===== config.mk =====
export PLATFORM = sky130hd
export DESIGN_NAME = stn_capture
export DESIGN_NICKNAME = d
export VERILOG_FILES = /design/src/rtl/stn_capture.sv
export SDC_FILE = /design/constraint.sdc
export NUM_CORES = 1
export LEC_CHECK = 0
export CAP_MARGIN = 20
export CORE_ASPECT_RATIO = 1.2
export CORE_UTILIZATION = 54
export CTS_CLUSTER_DIAMETER = 30
export DETAILED_ROUTE_END_ITERATION = 10
export PLACE_DENSITY = 0.85
export SLEW_MARGIN = 20
export SYNTH_ARGS = -nofsm -noshare
export SYNTH_HDL_FRONTEND = slang
export SYNTH_SLANG_ARGS = --single-unit

===== constraint.sdc =====
create_clock -name clk -period 2.6 [get_ports clk]
set_clock_uncertainty 0.05 [all_clocks]
set_input_delay 0.39 -clock clk [delete_from_list [all_inputs] [get_ports clk]]
set_output_delay 0.39 -clock clk [all_outputs]
set_load 0.02 [all_outputs]

===== src/rtl/stn_capture.sv =====
// stn_capture: samples the S1D13700 STN panel bus, packs nibbles into bytes and
// issues addressed byte writes to the line buffer, flagging malformed lines/frames.
module stn_capture #(
    parameter int unsigned H_PIX   = 320,
    parameter int unsigned V_LINES = 240,
    parameter int unsigned ADDR_W  = 6,
    parameter int unsigned LINE_W  = 8
) (
    input  logic              clk,
    input  logic              rst,
    input  logic              stn_fpframe,
    input  logic              stn_fpline,
    input  logic              stn_fpshift,
    input  logic [3:0]        stn_fpdat,
    output logic              wr_en,
    output logic [ADDR_W-1:0] wr_col,
    output logic [LINE_W-1:0] wr_line,
    output logic [7:0]        wr_data,
    output logic              line_done,
    output logic              frame_start,
    output logic              err_short,
    output logic              err_long
);

    localparam int unsigned NIBS  = H_PIX / 4;
    localparam int unsigned NIB_W = $clog2(NIBS + 1);

    typedef enum logic [1:0] {
        WAIT_FRAME = 2'd0,
        ACTIVE     = 2'd1,
        OVER       = 2'd2
    } state_t;

    // [0],[1] = two-flop synchroniser, [2] = edge-detect history
    logic [2:0] shift_sync_q;
    logic [2:0] line_sync_q;
    logic [2:0] frame_sync_q;
    logic [3:0] dat_s1_q, dat_s2_q, dat_dly_q;

    logic       shift_fall_q, line_rise_q, frame_rise_q;
    logic [3:0] nib_q;

    state_t            state_q, state_d;
    logic [NIB_W-1:0]  nib_cnt_q, nib_cnt_d;
    logic [LINE_W-1:0] line_cnt_q, line_cnt_d;
    logic [3:0]        hold_q, hold_d;
    logic              wr_en_q, wr_en_d;
    logic [ADDR_W-1:0] wr_col_q, wr_col_d;
    logic [LINE_W-1:0] wr_line_q, wr_line_d;
    logic [7:0]        wr_data_q, wr_data_d;
    logic              line_done_q, line_done_d;
    logic              frame_start_q, frame_start_d;
    logic              err_short_q, err_short_d;
    logic              err_long_q, err_long_d;

    // Synchronise the STN bus into clk and register the per-cycle events.
    always_ff @(posedge clk) begin
        if (rst) begin
            shift_sync_q <= '0;
            line_sync_q  <= '0;
            frame_sync_q <= '0;
            dat_s1_q     <= '0;
            dat_s2_q     <= '0;
            dat_dly_q    <= '0;
            shift_fall_q <= 1'b0;
            line_rise_q  <= 1'b0;
            frame_rise_q <= 1'b0;
            nib_q        <= '0;
        end else begin
            shift_sync_q <= {shift_sync_q[1:0], stn_fpshift};
            line_sync_q  <= {line_sync_q[1:0], stn_fpline};
            frame_sync_q <= {frame_sync_q[1:0], stn_fpframe};
            dat_s1_q     <= stn_fpdat;
            dat_s2_q     <= dat_s1_q;
            dat_dly_q    <= dat_s2_q;
            shift_fall_q <= shift_sync_q[2] & ~shift_sync_q[1];
            line_rise_q  <= line_sync_q[1] & ~line_sync_q[2];
            frame_rise_q <= frame_sync_q[1] & ~frame_sync_q[2];
            // data delayed alongside the shift history: last sample before the fall
            nib_q        <= dat_dly_q;
        end
    end

    // State and output registers.
    always_ff @(posedge clk) begin
        if (rst) begin
            state_q       <= WAIT_FRAME;
            nib_cnt_q     <= '0;
            line_cnt_q    <= '0;
            hold_q        <= '0;
            wr_en_q       <= 1'b0;
            wr_col_q      <= '0;
            wr_line_q     <= '0;
            wr_data_q     <= '0;
            line_done_q   <= 1'b0;
            frame_start_q <= 1'b0;
            err_short_q   <= 1'b0;
            err_long_q    <= 1'b0;
        end else begin
            state_q       <= state_d;
            nib_cnt_q     <= nib_cnt_d;
            line_cnt_q    <= line_cnt_d;
            hold_q        <= hold_d;
            wr_en_q       <= wr_en_d;
            wr_col_q      <= wr_col_d;
            wr_line_q     <= wr_line_d;
            wr_data_q     <= wr_data_d;
            line_done_q   <= line_done_d;
            frame_start_q <= frame_start_d;
            err_short_q   <= err_short_d;
            err_long_q    <= err_long_d;
        end
    end

    // Capture FSM: nibble packing, end-of-line checks, frame restart.
    always_comb begin
        state_d       = state_q;
        nib_cnt_d     = nib_cnt_q;
        line_cnt_d    = line_cnt_q;
        hold_d        = hold_q;
        wr_en_d       = 1'b0;
        wr_col_d      = wr_col_q;
        wr_line_d     = wr_line_q;
        wr_data_d     = wr_data_q;
        line_done_d   = 1'b0;
        frame_start_d = 1'b0;
        err_short_d   = err_short_q;
        err_long_d    = err_long_q;

        unique case (state_q)
            WAIT_FRAME: begin
            end
            ACTIVE: begin
                // nibble is counted before any coincident end-of-line check
                if (shift_fall_q) begin
                    if (nib_cnt_q < NIB_W'(NIBS)) begin
                        if (!nib_cnt_q[0]) begin
                            hold_d = nib_q;
                        end else begin
                            wr_en_d   = 1'b1;
                            wr_col_d  = ADDR_W'(nib_cnt_q >> 1);
                            wr_line_d = line_cnt_q;
                            wr_data_d = {hold_q, nib_q};
                        end
                        nib_cnt_d = nib_cnt_q + NIB_W'(1);
                    end else begin
                        err_long_d = 1'b1;
                    end
                end
                if (line_rise_q) begin
                    if (nib_cnt_d == NIB_W'(NIBS)) begin
                        line_done_d = 1'b1;
                        // completing the last line is normal; data beyond it is the overflow
                        if (line_cnt_q == LINE_W'(V_LINES - 1)) begin
                            state_d = OVER;
                        end else begin
                            line_cnt_d = line_cnt_q + LINE_W'(1);
                        end
                    end else if (nib_cnt_d != '0) begin
                        err_short_d = 1'b1;
                    end
                    nib_cnt_d = '0;
                    hold_d    = '0;
                end
            end
            OVER: begin
                if (shift_fall_q) begin
                    err_long_d = 1'b1;
                end
            end
            default: begin
                state_d = WAIT_FRAME;
            end
        endcase

        // frame restart applies after any same-cycle line handling
        if (frame_rise_q) begin
            state_d       = ACTIVE;
            frame_start_d = 1'b1;
            nib_cnt_d     = '0;
            line_cnt_d    = '0;
            hold_d        = '0;
        end
    end

    assign wr_en       = wr_en_q;
    assign wr_col      = wr_col_q;
    assign wr_line     = wr_line_q;
    assign wr_data     = wr_data_q;
    assign line_done   = line_done_q;
    assign frame_start = frame_start_q;
    assign err_short   = err_short_q;
    assign err_long    = err_long_q;

endmodule

==> flow_summary.toml, run 1 <==
[logic_synthesis]
synth-seq-area-share_pct = 53.4
synthesis.area_mm2 = 0.00285
synth-edff-count = 0
yosys.area_share.simple_pct = 25.9
synth-seq-cells = 76
synth-main-ff-cell = "dfxtp_1"
synth.most_common_cell = "dfxtp_1"
synth-adder-area-share_pct = 0.879
synthXorXnorAreaFrac_pct = 0.308
synth-compound-area-share_pct = 15.4
synthDistinctLibCells = 42
synthArstFlopShare_pct = 0
yosys_warnings = 0
synth_top_cell_by_area = "dfxtp_1"
synthTopCellsByCount = "76 x dfxtp_1, 51 x nand2_1, 36 x a21oi_1"
synth_area_leaders = "dfxtp_1 53%, nor2b_1 6.8%, nand2_1 6.7%"
yosys.area.top_type_share_pct = 53.4
avgSynthCellArea_um2 = 8.90
synth_top_family_by_area = "simple AND/OR/NAND/NOR gates"
muxShareOfSynthArea_pct = 0
netlist_instances = 320
synth_nets = 331

[timing]
maxSlewHeadroom_pct = 51.2
rsz0062_at_grt = "false"
tns_ns = 0
finalSetupViolations = 0
report.final.slew_viol_count = 0
clock.fmax_mhz = 430
period_share_pct = 89.4
finalHoldViolations = 0
worstMarginPinSlew_ns = 0.727
fin_crit_ns = 2.32

[drt]
drc = 0
drtIter0Drc = 144
viasPerCell = 5.53
routed_wl_mm = 5.14
firstDrtPassIters = 5
drtAntennaViolNets = 0
wl_per_cell_um = 12.4
num_vias = 2283

[critical_path]
cp.arrival_ns = 2.55
end_kind = "register"
critPathMaxFanout = 14
crit_slowest_cell = "or4_1"
path_class = "register to register"
path_cells = "ha_1 > nand4_1 > o31ai_2 > nand3_2 > or4_1 > a21oi_1"
cp-start-kind = "register"
crit_required_ns = 2.83
slowest_delay_ns = 0.53

[clock_network]
htreeDepth = 3
insertion_delay_ns = 0.35
holdBufCountCts = 0
cts_tree = "done"
cts_root_buf = "clkbuf_8"
cts_setup_buffers = 0
cts_resized = 0
clk_pin_slew_ns = 0.08
clock_path_buffers = 2
clock_sinks = 76
cts_buffers = 9

[place]
dpl_cell_area_mm2 = 0.00319
dpl.hpwl_mm = 3.48
io_buffers = 35
place_congestion = 0.908
dp_cells = 397

[power]
power_density_mw_per_mm2 = 595
leakagePower_uw = 0.00113
peakVddDrop_mv = 0.377

[global_route]
use_met3_pct = 4.17
antenna_found_initial = 0
grt_pass1_vias = 1842
grt.busiest_layer = "met2"
grtUsageMet1_pct = 24.8
met2_usage_pct = 31.6
track_usage_pct = 20.2
grt_max_degree = 41
grt_pass1_wl_mm = 8.20
overflow = 0

[final_layout]
synthToLayoutAreaGrowth_pct = 18.1
nets = 359
n_antenna_cell = 0
final_cells = 413
drive_gt1_share_pct = 7.08
finalInstanceArea_mm2 = 0.00336

[die]
die_y_um = 81.6
die_w_um = 68.3
core_area_mm2 = 0.00501
io_pins = 36
rows = 28
start_util_pct = 56.8
dieArea_mm2 = 0.00557

[outcome]
outcome = "finished, final reports clean"

[worst_hold_path]
hold_path.class = "register to register"

[job]
maxCapViolations = 0
placed cells by master, fill, tap and decap left out, types with 2 or more instances in the layout:
cell type,instances
dfxtp_1,76
nand2_1,51
a21oi_1,36
clkdlybuf4s50_1,34
nor2b_1,31
nor2_1,20
o21ai_0,11
nand3_1,9
clkbuf_8,9
o31ai_1,7
nor3_1,6
a22oi_1,6
or4_1,5
nand2b_1,4
nand4_1,4
clkinvlp_4,4
buf_4,4
or3_1,3
o211ai_1,2
inv_1,2
o21a_1,2
and3_1,2
ha_1,2
clkbuf_1,2
cell type report:
type / count / area (um2)
well taps: 60 / 75.1
clock buffers: 11 / 131
repair buffers: 39 / 375
fillers: 429 / 1650
inverters: 2 / 7.51
clock inverters: 5 / 38.8
multi-input cells: 220 / 1210
flip-flops and latches: 76 / 1520
critical path: cells and delay by family, from the launching register on:
kind            cells  cell delay [ns]
simple gates        3             0.97
flops               1             0.49
compound gates      2             0.44
fa+ha+maj           1             0.32
metal layers:
metal / routed length (um) / vias up
li1: - / 1158
met2: 2520 / 57
met4: 118 / 0
met3: 202 / 12
met5: 0 / -
met1: 2290 / 1056
final timing paths:
path	from	to	slack [ns]	depth (start not counted)
max	nib_cnt_q[0]	line_cnt_q[6]	0.28	6
min	line_sync_q[2]	line_rise_q	0.33	1
max reg2reg	nib_cnt_q[0]	line_cnt_q[6]	0.28	6
min reg2reg	line_sync_q[2]	line_rise_q	0.33	1
state kept, by name, summed over array words and instances (netlist names), 2 cells and up:
signal and flops:
frame_sync_q 3, dat_dly_q 4, nib_cnt_q 7, shift_sync_q 3
dat_s1_q 4, wr_data 8, hold_q 4, dat_s2_q 4
wr_line 8, line_cnt_q 8, state_q 2, wr_col 6
nib_q 4, line_sync_q 3
per-stage QoR:
step | power (uW) | setup WS (ns) | util (%) | hold WS [ns]
2_1_floorplan | 1250 | 0.552 | - | 0.317
3_5_place_dp | 1270 | 0.181 | 63.7 | 0.339
5_1_grt | 2080 | 0.0853 | 67.2 | 0.357
6_report | 2000 | 0.277 | 67.2 | 0.335
4_1_cts | 2020 | 0.167 | 67.1 | 0.342
3_3_place_gp | 1260 | 0.284 | 63.7 | 0.321
power by group:
group	total, uW	internal (uW)	switching, uW
Sequential	1180	1180	5.88
Clock	764	347	416
Combinational	54.5	23.8	30.6
cell families after synthesis:
logic type | after synthesis
xor+xnor | 1
flops | 76
fa+ha+maj | 2
compound gates | 72
buf+inv | 24
simple gates | 145
Power figures use the tool's default switching activity.
==> run 2, diff against run 1 <==
==> constraint.sdc (replaced) <==
create_clock -name clk -period 2.6 [get_ports clk]
set_clock_uncertainty 0.05 [all_clocks]
set_input_delay 0.39 -clock clk [delete_from_list [all_inputs] [get_ports clk]]
set_output_delay 0.39 -clock clk [all_outputs]
set_load 0.01 [all_outputs]
==> results of run 2 <==
Same layout as run 1 (identical final DEF). Status: finished, final reports clean.
